==> config.mk <==
export PLATFORM = sky130hd
export DESIGN_NAME = led_mode_ctrl
export DESIGN_NICKNAME = d
export VERILOG_FILES = /design/src/rtl/led_mode_ctrl.sv
export SDC_FILE = /design/constraint.sdc
export NUM_CORES = 1
export LEC_CHECK = 0
export BUFFER_PORTS_ARGS = -buffer_cell sky130_fd_sc_hd__buf_2
export CAP_MARGIN = 20
export CORE_ASPECT_RATIO = 1.25
export CORE_MARGIN = 8
export CORE_UTILIZATION = 54
export DETAILED_ROUTE_END_ITERATION = 12
export PLACE_DENSITY = 0.74
export SYNTH_ARGS = -nofsm -noshare
export SYNTH_HDL_FRONTEND = slang
export SYNTH_SLANG_ARGS = --single-unit
==> constraint.sdc <==
create_clock -name clk_in -period 2.7 [get_ports clk_in]
set_input_delay 0.27 -clock clk_in [delete_from_list [all_inputs] [get_ports clk_in]]
set_output_delay 0.27 -clock clk_in [all_outputs]
set_load 0.01 [all_outputs]
==> src/rtl/led_mode_ctrl.sv <==
// Button-driven LED mode controller: OFF -> SOLID -> SLOW -> FAST -> ALT -> OFF.
// Optional key debounce is built in when LED_KEY_DEBOUNCE_EN is defined.
module led_mode_ctrl #(
  parameter int unsigned SLOW_PERIOD     = 12_000_000,
  parameter int unsigned FAST_PERIOD     = 3_000_000,
  parameter int unsigned DEBOUNCE_CYCLES = 240_000
) (
  input  logic       clk_in,
  input  logic       rst_n_in,
  input  logic       key_in,
  output logic       led1,
  output logic       led2,
  output logic [2:0] mode,
  output logic       mode_chg
);

  localparam int unsigned CW = $clog2(SLOW_PERIOD);

  localparam logic [CW-1:0] SLOW_LAST = CW'(SLOW_PERIOD - 1);
  localparam logic [CW-1:0] SLOW_HALF = CW'(SLOW_PERIOD / 2);
  localparam logic [CW-1:0] FAST_LAST = CW'(FAST_PERIOD - 1);
  localparam logic [CW-1:0] FAST_HALF = CW'(FAST_PERIOD / 2);

  if (SLOW_PERIOD < 4 || (SLOW_PERIOD % 2) != 0 ||
      FAST_PERIOD < 4 || (FAST_PERIOD % 2) != 0 ||
      FAST_PERIOD >= SLOW_PERIOD || DEBOUNCE_CYCLES < 1) begin : g_param_check
    $error("led_mode_ctrl: illegal period or debounce parameters");
  end

  typedef enum logic [2:0] {
    M_OFF   = 3'd0,
    M_SOLID = 3'd1,
    M_SLOW  = 3'd2,
    M_FAST  = 3'd3,
    M_ALT   = 3'd4
  } mode_e;

  logic       sync1_q;
  logic       sync2_q;
  logic [1:0] vld_q;
  logic       armed_q;
  logic       prev_q;
  logic       key_acc;
  logic       press;

  // Press detection is armed only after a genuinely sampled released key, so a
  // key held through reset cannot produce a press on the way out of reset.
  always_ff @(posedge clk_in or negedge rst_n_in) begin
    if (!rst_n_in) begin
      sync1_q <= 1'b1;
      sync2_q <= 1'b1;
      vld_q   <= '0;
      armed_q <= 1'b0;
      prev_q  <= 1'b1;
    end else begin
      sync1_q <= key_in;
      sync2_q <= sync1_q;
      vld_q   <= {vld_q[0], 1'b1};
      if (vld_q[1] && sync2_q) begin
        armed_q <= 1'b1;
      end
      prev_q  <= key_acc;
    end
  end

`ifdef LED_KEY_DEBOUNCE_EN
  localparam int unsigned DW = (DEBOUNCE_CYCLES > 1) ? $clog2(DEBOUNCE_CYCLES) : 1;
  localparam logic [DW-1:0] DB_LAST = DW'(DEBOUNCE_CYCLES - 1);

  logic          acc_q;
  logic [DW-1:0] db_cnt_q;

  always_ff @(posedge clk_in or negedge rst_n_in) begin
    if (!rst_n_in) begin
      acc_q    <= 1'b1;
      db_cnt_q <= '0;
    end else if (sync2_q == acc_q) begin
      db_cnt_q <= '0;
    end else if (db_cnt_q == DB_LAST) begin
      acc_q    <= sync2_q;
      db_cnt_q <= '0;
    end else begin
      db_cnt_q <= db_cnt_q + DW'(1);
    end
  end

  assign key_acc = acc_q;
`else
  assign key_acc = sync2_q;
`endif

  assign press = armed_q & prev_q & ~key_acc;

  mode_e         mode_q;
  mode_e         mode_d;
  logic [CW-1:0] cnt_q;
  logic [CW-1:0] cnt_d;
  logic [CW-1:0] last;
  logic [CW-1:0] half;
  logic          phase;
  logic          blinking;
  logic          led1_q;
  logic          led1_d;
  logic          led2_q;
  logic          led2_d;
  logic          chg_q;

  always_comb begin
    mode_d = mode_q;
    case (mode_q)
      M_OFF:   if (press) mode_d = M_SOLID;
      M_SOLID: if (press) mode_d = M_SLOW;
      M_SLOW:  if (press) mode_d = M_FAST;
      M_FAST:  if (press) mode_d = M_ALT;
      M_ALT:   if (press) mode_d = M_OFF;
      default: mode_d = M_OFF;
    endcase
  end

  always_comb begin
    last = SLOW_LAST;
    half = SLOW_HALF;
    if (mode_q == M_FAST) begin
      last = FAST_LAST;
      half = FAST_HALF;
    end
  end

  assign blinking = (mode_q == M_SLOW) || (mode_q == M_FAST) || (mode_q == M_ALT);
  assign phase    = (cnt_q >= half);

  // A mode change always restarts the count, even when it coincides with a wrap.
  always_comb begin
    cnt_d = '0;
    if (blinking && (mode_d == mode_q) && (cnt_q != last)) begin
      cnt_d = cnt_q + CW'(1);
    end
  end

  always_comb begin
    led1_d = 1'b0;
    led2_d = 1'b0;
    case (mode_q)
      M_SOLID: begin
        led1_d = 1'b1;
        led2_d = 1'b1;
      end
      M_SLOW, M_FAST: begin
        led1_d = phase;
        led2_d = phase;
      end
      M_ALT: begin
        led1_d = phase;
        led2_d = ~phase;
      end
      default: begin
        led1_d = 1'b0;
        led2_d = 1'b0;
      end
    endcase
  end

  always_ff @(posedge clk_in or negedge rst_n_in) begin
    if (!rst_n_in) begin
      mode_q <= M_OFF;
      cnt_q  <= '0;
      led1_q <= 1'b0;
      led2_q <= 1'b0;
      chg_q  <= 1'b0;
    end else begin
      mode_q <= mode_d;
      cnt_q  <= cnt_d;
      led1_q <= led1_d;
      led2_q <= led2_d;
      chg_q  <= (mode_d != mode_q);
    end
  end

  assign mode     = mode_q;
  assign mode_chg = chg_q;
  assign led1     = led1_q;
  assign led2     = led2_q;

endmodule

== Word level (Yosys, flattened, before mapping) ==
Cells that the tools add are included.
Word-level totals
  output and inout bits: 6
  input port bits: 3
  register bits: 36
  word-level logic and storage cells: 42
Cells by class
  mux-type cells: 11
  order comparisons: 1
  add/sub/neg operators: 1
  eq/ne operators: 7
  bitwise logic cells: 4
  reductions and logical operators: 8
Operators by type and width (count)
  24-bit two-way mux: 2
  24-bit by 1-bit adder with 24-bit output (second input constant): 1
  24-bit greater-or-equal comparator: 1
  24-bit inequality test: 1
  23-bit two-way mux: 1
  3-bit two-way mux: 5
  3-bit case mux with 5 select lines: 1
  3-bit by 2-bit equality test with 1-bit output (second input constant): 2
  3-bit by 1-bit equality test with 1-bit output (second input constant): 1
  3-bit equality test: 1
  3-bit equality test (second input constant): 1
  1-bit logical AND: 3
  3-bit logical NOT: 1
  3-bit inequality test: 1
  1-bit case mux with 3 select lines: 1
  3-bit OR reduction: 1
  1-bit bitwise AND: 2
  1-bit logical OR: 2
  1-bit NOT: 2
  1-bit case mux with 2 select lines: 1
  2-bit OR reduction: 1

== Logic depth before layout (Yosys ltp) ==
Gate-level depths: netlist (run 1).
  depth after elaboration: 8
  depth in mapped cells: 10
  gate-level depth less buffers: 9

== Worst setup path after synthesis (run 1) ==
OpenSTA, ideal clock, no wires.
  path type: flip-flop to flip-flop
  start: register mode_q[2], in the netlist mode[2]
  end: register led2_q, in the netlist led2
  arrival time: 2.582 ns
  path buffers: 1
  required time: 2.566 ns
  stages on the path, launching flop included: 11
  setup time: 0.134 ns
  setup slack: -0.016 ns
  clock period less this slack: 2.716 ns
  path through: dfrtp_1 -> and3b_1 -> buf_2 -> inv_1 -> ha_1 -> nand4b_1 -> or4_1 -> a2bb2oi_1 -> a2111oi_4 -> o31a_1 -> o22ai_1
Between the ends
  word-level cells in the longest chain between the ends: 5
  elaborated cells on any way between the ends: 9
  those cells by class: order compare (1); eq/ne (4); mux (2); bitwise (1); reduce/logical (1)
Ends and longest elaborated chain
  start: declaration: line 94  | mode_e mode_q;
  start signal: assignment: line 171  | mode_q <= mode_d;
  3-bit by 2-bit equality test with 1-bit output: line 123, 143
  23-bit two-way mux: line 123  | if (mode_q == M_FAST) begin
  24-bit greater-or-equal comparator: line 130  | assign phase = (cnt_q >= half);
  1-bit NOT: line 154  | led2_d = ~phase;
  1-bit case mux with 3 select lines *: line 143  | case (mode_q)
  net led2_d: line 105  | logic led2_d;
  end signal: assignment: line 174  | led2_q <= led2_d;
  end: declaration: line 104  | logic led2_q;
Mark *: on every way through the listed nets, which the timed path passes. The rest lies on a longest branch.
A chain may end at the register's enable or synchronous reset.

== Final worst setup path (run 1) ==
Ends and elaborated chain as after synthesis.

==> results by group, run 1 <==
Logic synthesis
  • Sequential area share after synthesis: 46.9%
  • Fraction of registers with async set/reset: 100%
  • Post-synth EDFFs: 0
  • Most used DFF post-synth: dfrtp_1
  • Cells after synthesis: 198
  • Synth area leader: dfrtp_1
  • Syn_nets: 209
  • Synth Register Bits: 36
  • Synth cell types: 41
  • Synth top area cells: dfrtp_1, nor2_1, xor2_1
  • Post-synth top area share: 42.9%
  • Cell area after synthesis: 1930 um^2
  • Ys Warns: 0
  • Syn Area/Cell: 9.73 um^2

Global route
  • Pin count of the biggest net entering global routing: 37
  • Top Usage Layer GRT: met2
  • Vias in the first global route: 1460
  • First-pass GRT wire length: 6700 um
  • Met3 GRT Util: 4.76%
  • Met2 GRT Util: 24.9%
  • Total Routing Usage GR: 14.5%
  • GRT met1 Usage: 15.2%
  • Total congestion overflow: 0
  • Initial antenna violation count: 0

Timing
  • Max_slew headroom: 48.0%
  • Endpoints failing hold: 0
  • Worst-Margin Slew: 0.780 ns
  • Final setup violation count: 0
  • Max Freq: 372 MHz
  • Slew Viols, Final: 0
  • Fin Clk Skew: 0.00540 ns
  • Final period util: 99.5%
  • Tmin final: 2.69 ns
  • Final WS setup: 0.0130 ns
  • RSZ-0062 raised after global routing: true

Detailed routing
  • Final WL: 3920 um
  • Drt initial violations: 96
  • Post-DRT Antenna Nets: 0
  • Pre-antenna DRT Iters: 4
  • Via count: 1518
  • Via density: 6.00
  • Wirelength per Cell: 15.5 um
  • # DRC: 0

Die
  • Die width: 69.4 um
  • Effective utilization at floorplan: 55.8%
  • Core area: 3450 um^2
  • Num ports: 9
  • Die Y-Extent: 82.8 um
  • Die area: 5750 um^2
  • FP Rows: 24

Setup path
  • CP Launch Type: flip-flop
  • CP Max Fanout: 5
  • Worst r2r src: mode[2]
  • Critical path class: flip-flop to flip-flop
  • Worst Path Arrival: 2.86 ns
  • Crit path capture type: flip-flop
  • Required time worst endpoint: 2.87 ns
  • Crit path from: mode[2]

Clock tree
  • CTS sink cnt: 36
  • Skew-Pair Late Insertion Delay: 0.29 ns
  • Max H-tree Level: 2
  • CTS tree: yes
  • CTS max path bufs: 2
  • TritonCTS buffer count: 5
  • Clock slew at reported path FFs: 0.07 ns
  • Clock Root Buffer: clkbuf_8

Pwr
  • Worst VDD drop: 0.487 mV
  • Power, Total: 1520 uW
  • Lkg Pwr: 0.000903 uW
  • PwrDens: 691 nW/um^2

Finish
  • Reg area: 906 um^2
  • N_diodes: 0
  • Area occupied by multi-input gates: 1020 um^2
  • Fillcell total: 283
  • Share of cells above drive strength 1: 17.8%
  • Post-layout util: 63.7%
  • Final #Nets: 224
  • Area grow syn2layout: 14.2%

Job
  • Max Cap Viol: 0

Outcome
  • Status: finished, final reports clean

Place
  • HPWL after detailed placement: 2700 um
  • Dpl ws: 0.0225 ns
  • Placer Congestion: 0.878
  • Port bufs: 8

Worst hold path
  • Worst min-delay path category: primary input to async pin
## final cells by class
type,count,area share [%]
multi-input cells,150,46.2
clock buffers,5,3.13
inverters,4,0.796
well taps,39,2.22
repair buffers,16,4.55
flip-flops and latches,36,41.2
clock inverters,3,1.93
## through the flow
stage / cell area, um^2 / hold slack (ns) / TNS [ns] / std cells
3_3_place_gp: 2020 / 0.338 / 0 / 242
6_report: 2200 / 0.0567 / 0 / 253
2_1_floorplan: 1930 / -0.0256 / 0 / 198
3_5_place_dp: 2020 / 0.336 / 0 / 242
5_1_grt: 2200 / 0.0594 / -0.0798 / 253
4_1_cts: 2130 / 0.0649 / 0 / 250
## repair_timing
item | CTS | global route
endpoints found under the setup margin | 0 | 2
hold buffers | 0 | 0
resized for setup | 0 | 8
setup buffers | 0 | 3
endpoints found under the hold margin | 0 | 0
## cell families (layout without fill, tap and decap cells)
| kind of cell | after synthesis | count (layout) | synth area share (%) |
|---|---|---|---|
| DFF | 36 | 36 | 46.9 |
| xor gates and xnor gates | 24 | 24 | 10.9 |
| AOI/OAI and AO/OA | 24 | 24 | 10.2 |
| adders and majority gates | 8 | 8 | 5.20 |
| other | 1 | 1 | 0.195 |
| and+or+nand+nor | 93 | 93 | 23.8 |
| buffers and inverters | 12 | 28 | 2.73 |
## metal layers
layer	up-vias	part of all wire (%)
li1	715	-
met2	56	51
met3	16	6.1
met4	0	3.5
met5	-	0
met1	731	39
## cells in the mapped netlist, types with 2 or more instances
cell type / number
a211o_1: 2
a21o_1: 3
a21oi_1: 4
and4_1: 2
buf_2: 6
clkbuf_1: 2
dfrtp_1: 33
dfstp_2: 3
ha_1: 8
inv_1: 4
nand2_1: 14
nand2b_1: 4
nand3_1: 9
nand4_1: 9
nor2_1: 38
nor3_1: 6
o21ai_0: 5
xnor2_1: 10
xor2_1: 14
## power by group
group	switching, uW	internal (uW)
clock network	192	273
logic	260	177
registers	28.3	591
total	480	1040
## worst max-delay path: stages (launching register included)
cell,delay (ns)
dfrtp_2,0.40
and3b_2,0.27
inv_4,0.06
ha_4,0.28
nand4b_1,0.16
or4_4,0.58
a2bb2oi_4,0.17
a2111oi_4,0.39
o31a_1,0.20
o22ai_1,0.07
## layout by cell type, fill, tap and decap left out, drive strengths merged, types with 2 or more instances in the layout
cell type and count:
nor3 6, xor2 14, o21ai 5, a21o 3, a21oi 4, o31ai 2, buf 16, nor2 38
and4 2, nand4 9, inv 4, nand2 14, a211o 2, xnor2 10, dfrtp 33, ha 8
nand2b 4, dfstp 3, clkbuf 5, nand3 9
## path summary, 6_finish.rpt
kind,end,slack (ns),cells past startpoint
max reg2reg,led2,0.01,9
max in group asynchronous,mode[2],2.10,1
min reg2reg,vld_q[1],0.35,0
min in group clk_in,sync1_q,0.07,1
max,led2,0.01,9
min,vld_q[1],0.06,1
## state kept, by name (all words and copies together), names as in the netlist
name	cells
armed_q	1
cnt_q	24
key_acc	1
led1	1
led2	1
mode	3
mode_chg	1
prev_q	1
sync1_q	1
vld_q	2
(Power assumes the default switching activity.)
==> inputs of run 2 (changes only) <==
--- a/config.mk
+++ b/config.mk
@@ -9,9 +9,10 @@
 export CAP_MARGIN = 20
 export CORE_ASPECT_RATIO = 1.25
 export CORE_MARGIN = 8
-export CORE_UTILIZATION = 54
+export CORE_UTILIZATION = 56
+export CTS_BUF_LIST = sky130_fd_sc_hd__clkbuf_2
 export DETAILED_ROUTE_END_ITERATION = 12
-export PLACE_DENSITY = 0.74
+export PLACE_DENSITY = 0.77
 export SYNTH_ARGS = -nofsm -noshare
 export SYNTH_HDL_FRONTEND = slang
 export SYNTH_SLANG_ARGS = --single-unit
==> results by group, run 2 (synthesized netlist as in run 1, its figures left out) <==
Finish
  • Max reg flops: 24
  • Share of cells above drive strength 1: 17.2%
  • Most frequent cells in the layout: nor2_1, dfrtp_1, nand2_1, xor2_1, xnor2_1
  • N_diodes: 0
  • Most common cell after layout, fill and taps aside: nor2_1
  • Top reg by flops: cnt_q
  • Fin area: 2160 um^2
  • Area grow syn2layout: 11.9%
  • Final #Nets: 225
  • Final std cells w/o fill: 254

Setup path
  • R2R setup slack: 0.07 ns
  • Worst Path Arrival: 2.93 ns
  • CP Launch Type: flip-flop
  • Crit path capture type: flip-flop
  • Required time worst endpoint: 3.00 ns
  • Critical path class: flip-flop to flip-flop
  • CP Max Fanout: 5

Die
  • Core area: 3390 um^2
  • Num ports: 9
  • Die width: 68.5 um
  • Die area: 5590 um^2
  • Die Y-Extent: 81.6 um
  • Effective utilization at floorplan: 56.8%
  • FP Rows: 24

Global route
  • Total congestion overflow: 0
  • Pin count of the biggest net entering global routing: 37
  • Initial antenna violation count: 0
  • Vias in the first global route: 1465
  • Total Routing Usage GR: 14.4%
  • First-pass GRT wire length: 6260 um

Timing
  • Setup TNS: 0 ns
  • Final period util: 97.4%
  • Worst-Margin Slew: 0.792 ns
  • Slew Viols, Final: 0
  • Final setup violation count: 0
  • Endpoints failing hold: 0
  • Max Freq: 380 MHz
  • Fin Clk Skew: 0.00374 ns
  • Max_slew headroom: 47.2%
  • Final WS setup: 0.0708 ns
  • Tmin final: 2.63 ns

Clock tree
  • Skew-Pair Late Insertion Delay: 0.39 ns
  • Clock slew at reported path FFs: 0.18 ns
  • CTS sink cnt: 36
  • CTS tree: yes
  • CTS max path bufs: 2
  • Max H-tree Level: 2
  • TritonCTS buffer count: 5
  • Clock Root Buffer: clkbuf_2

Detailed routing
  • Pre-antenna DRT Iters: 4
  • Final WL: 3870 um
  • Via density: 5.86
  • Drt initial violations: 67
  • # DRC: 0
  • Wirelength per Cell: 15.2 um
  • Via count: 1488
  • Post-DRT Antenna Nets: 0

Pwr
  • PwrDens: 632 nW/um^2
  • Power, Total: 1360 uW
  • Worst VDD drop: 0.521 mV
  • Lkg Pwr: 0.000886 uW

Place
  • Placed cells: 242
  • Dpl ws: 0.0756 ns
  • Area of placed instances: 2020 um^2
  • Placer Congestion: 0.929
  • HPWL after detailed placement: 2680 um
  • Port bufs: 8

Outcome
  • Status: finished, final reports clean

Worst hold path
  • Worst min-delay path category: flip-flop to flip-flop

Job
  • Max Cap Viol: 0
-- run 2: cell count changes in the layout (fill, tap and decap cells not counted), sizes merged --
cell,before,now
buf,16,15
dlygate4sd3,0,2
-- run 2: routing by layer --
| metal | track usage (%) | vias up | share of wire, % | wire, um |
|---|---|---|---|---|
| li1 | - | 713 | - | - |
| met1 | 15.7 | 723 | 42 | 1600 |
| met2 | 23.8 | 35 | 50 | 1940 |
| met3 | 3.68 | 17 | 4.8 | 184 |
| met4 | 9.65 | 0 | 3.6 | 139 |
| met5 | 0 | - | 0 | 0 |
-- run 2: final timing paths --
path | from | end | cells past startpoint
min reg2reg | sync1_q | key_acc | 0
min in group asynchronous | rst_n_in | cnt_q[15] | 2
min | sync1_q | key_acc | 0
max reg2reg | mode[2] | led2 | 9
max in group asynchronous | rst_n_in | mode[2] | 2
max | mode[2] | led2 | 9
-- run 2: timing repair --
item                                    4_1_cts  5_1_grt
hold buffers                                  2        0
resized for setup                             0        6
endpoints found under the setup margin        0        2
setup buffers                                 0        2
endpoints found under the hold margin        34        0
-- run 2: where the power goes --
group          internal, uW  leakage [uW]  switching, uW
combinational           162      0.000375            241
sequential              591      0.000472           27.8
clock                   155     0.0000390            185
total                   908      0.000886            454
-- run 2: layout make-up --
| type | count | area (um^2) |
|---|---|---|
| Sequential cell | 36 | 906 |
| Clock buffer | 5 | 25.0 |
| Clock inverter | 3 | 42.5 |
| Multi-Input combinational cell | 150 | 1010 |
| Timing Repair Buffer | 17 | 113 |
| Inverter | 4 | 15.0 |
| Tap cell | 39 | 48.8 |
| Fill cell | 305 | 1240 |
-- run 2: worst max-delay path: stages (launching register included) --
cell,delay [ns]
dfrtp_2,0.44
and3b_2,0.25
inv_2,0.08
ha_4,0.29
nand4b_1,0.12
or4_4,0.55
a2bb2oi_2,0.16
a2111oi_4,0.37
o31a_1,0.20
o22ai_1,0.08
-- run 2: through the flow --
stage | hold slack (ns) | utilization, %
2_1_floorplan | -0.0256 | -
3_3_place_gp | 0.339 | 59.4
3_5_place_dp | 0.343 | 59.4
4_1_cts | 0.378 | 62.0
5_1_grt | 0.382 | 63.5
6_report | 0.376 | 63.5
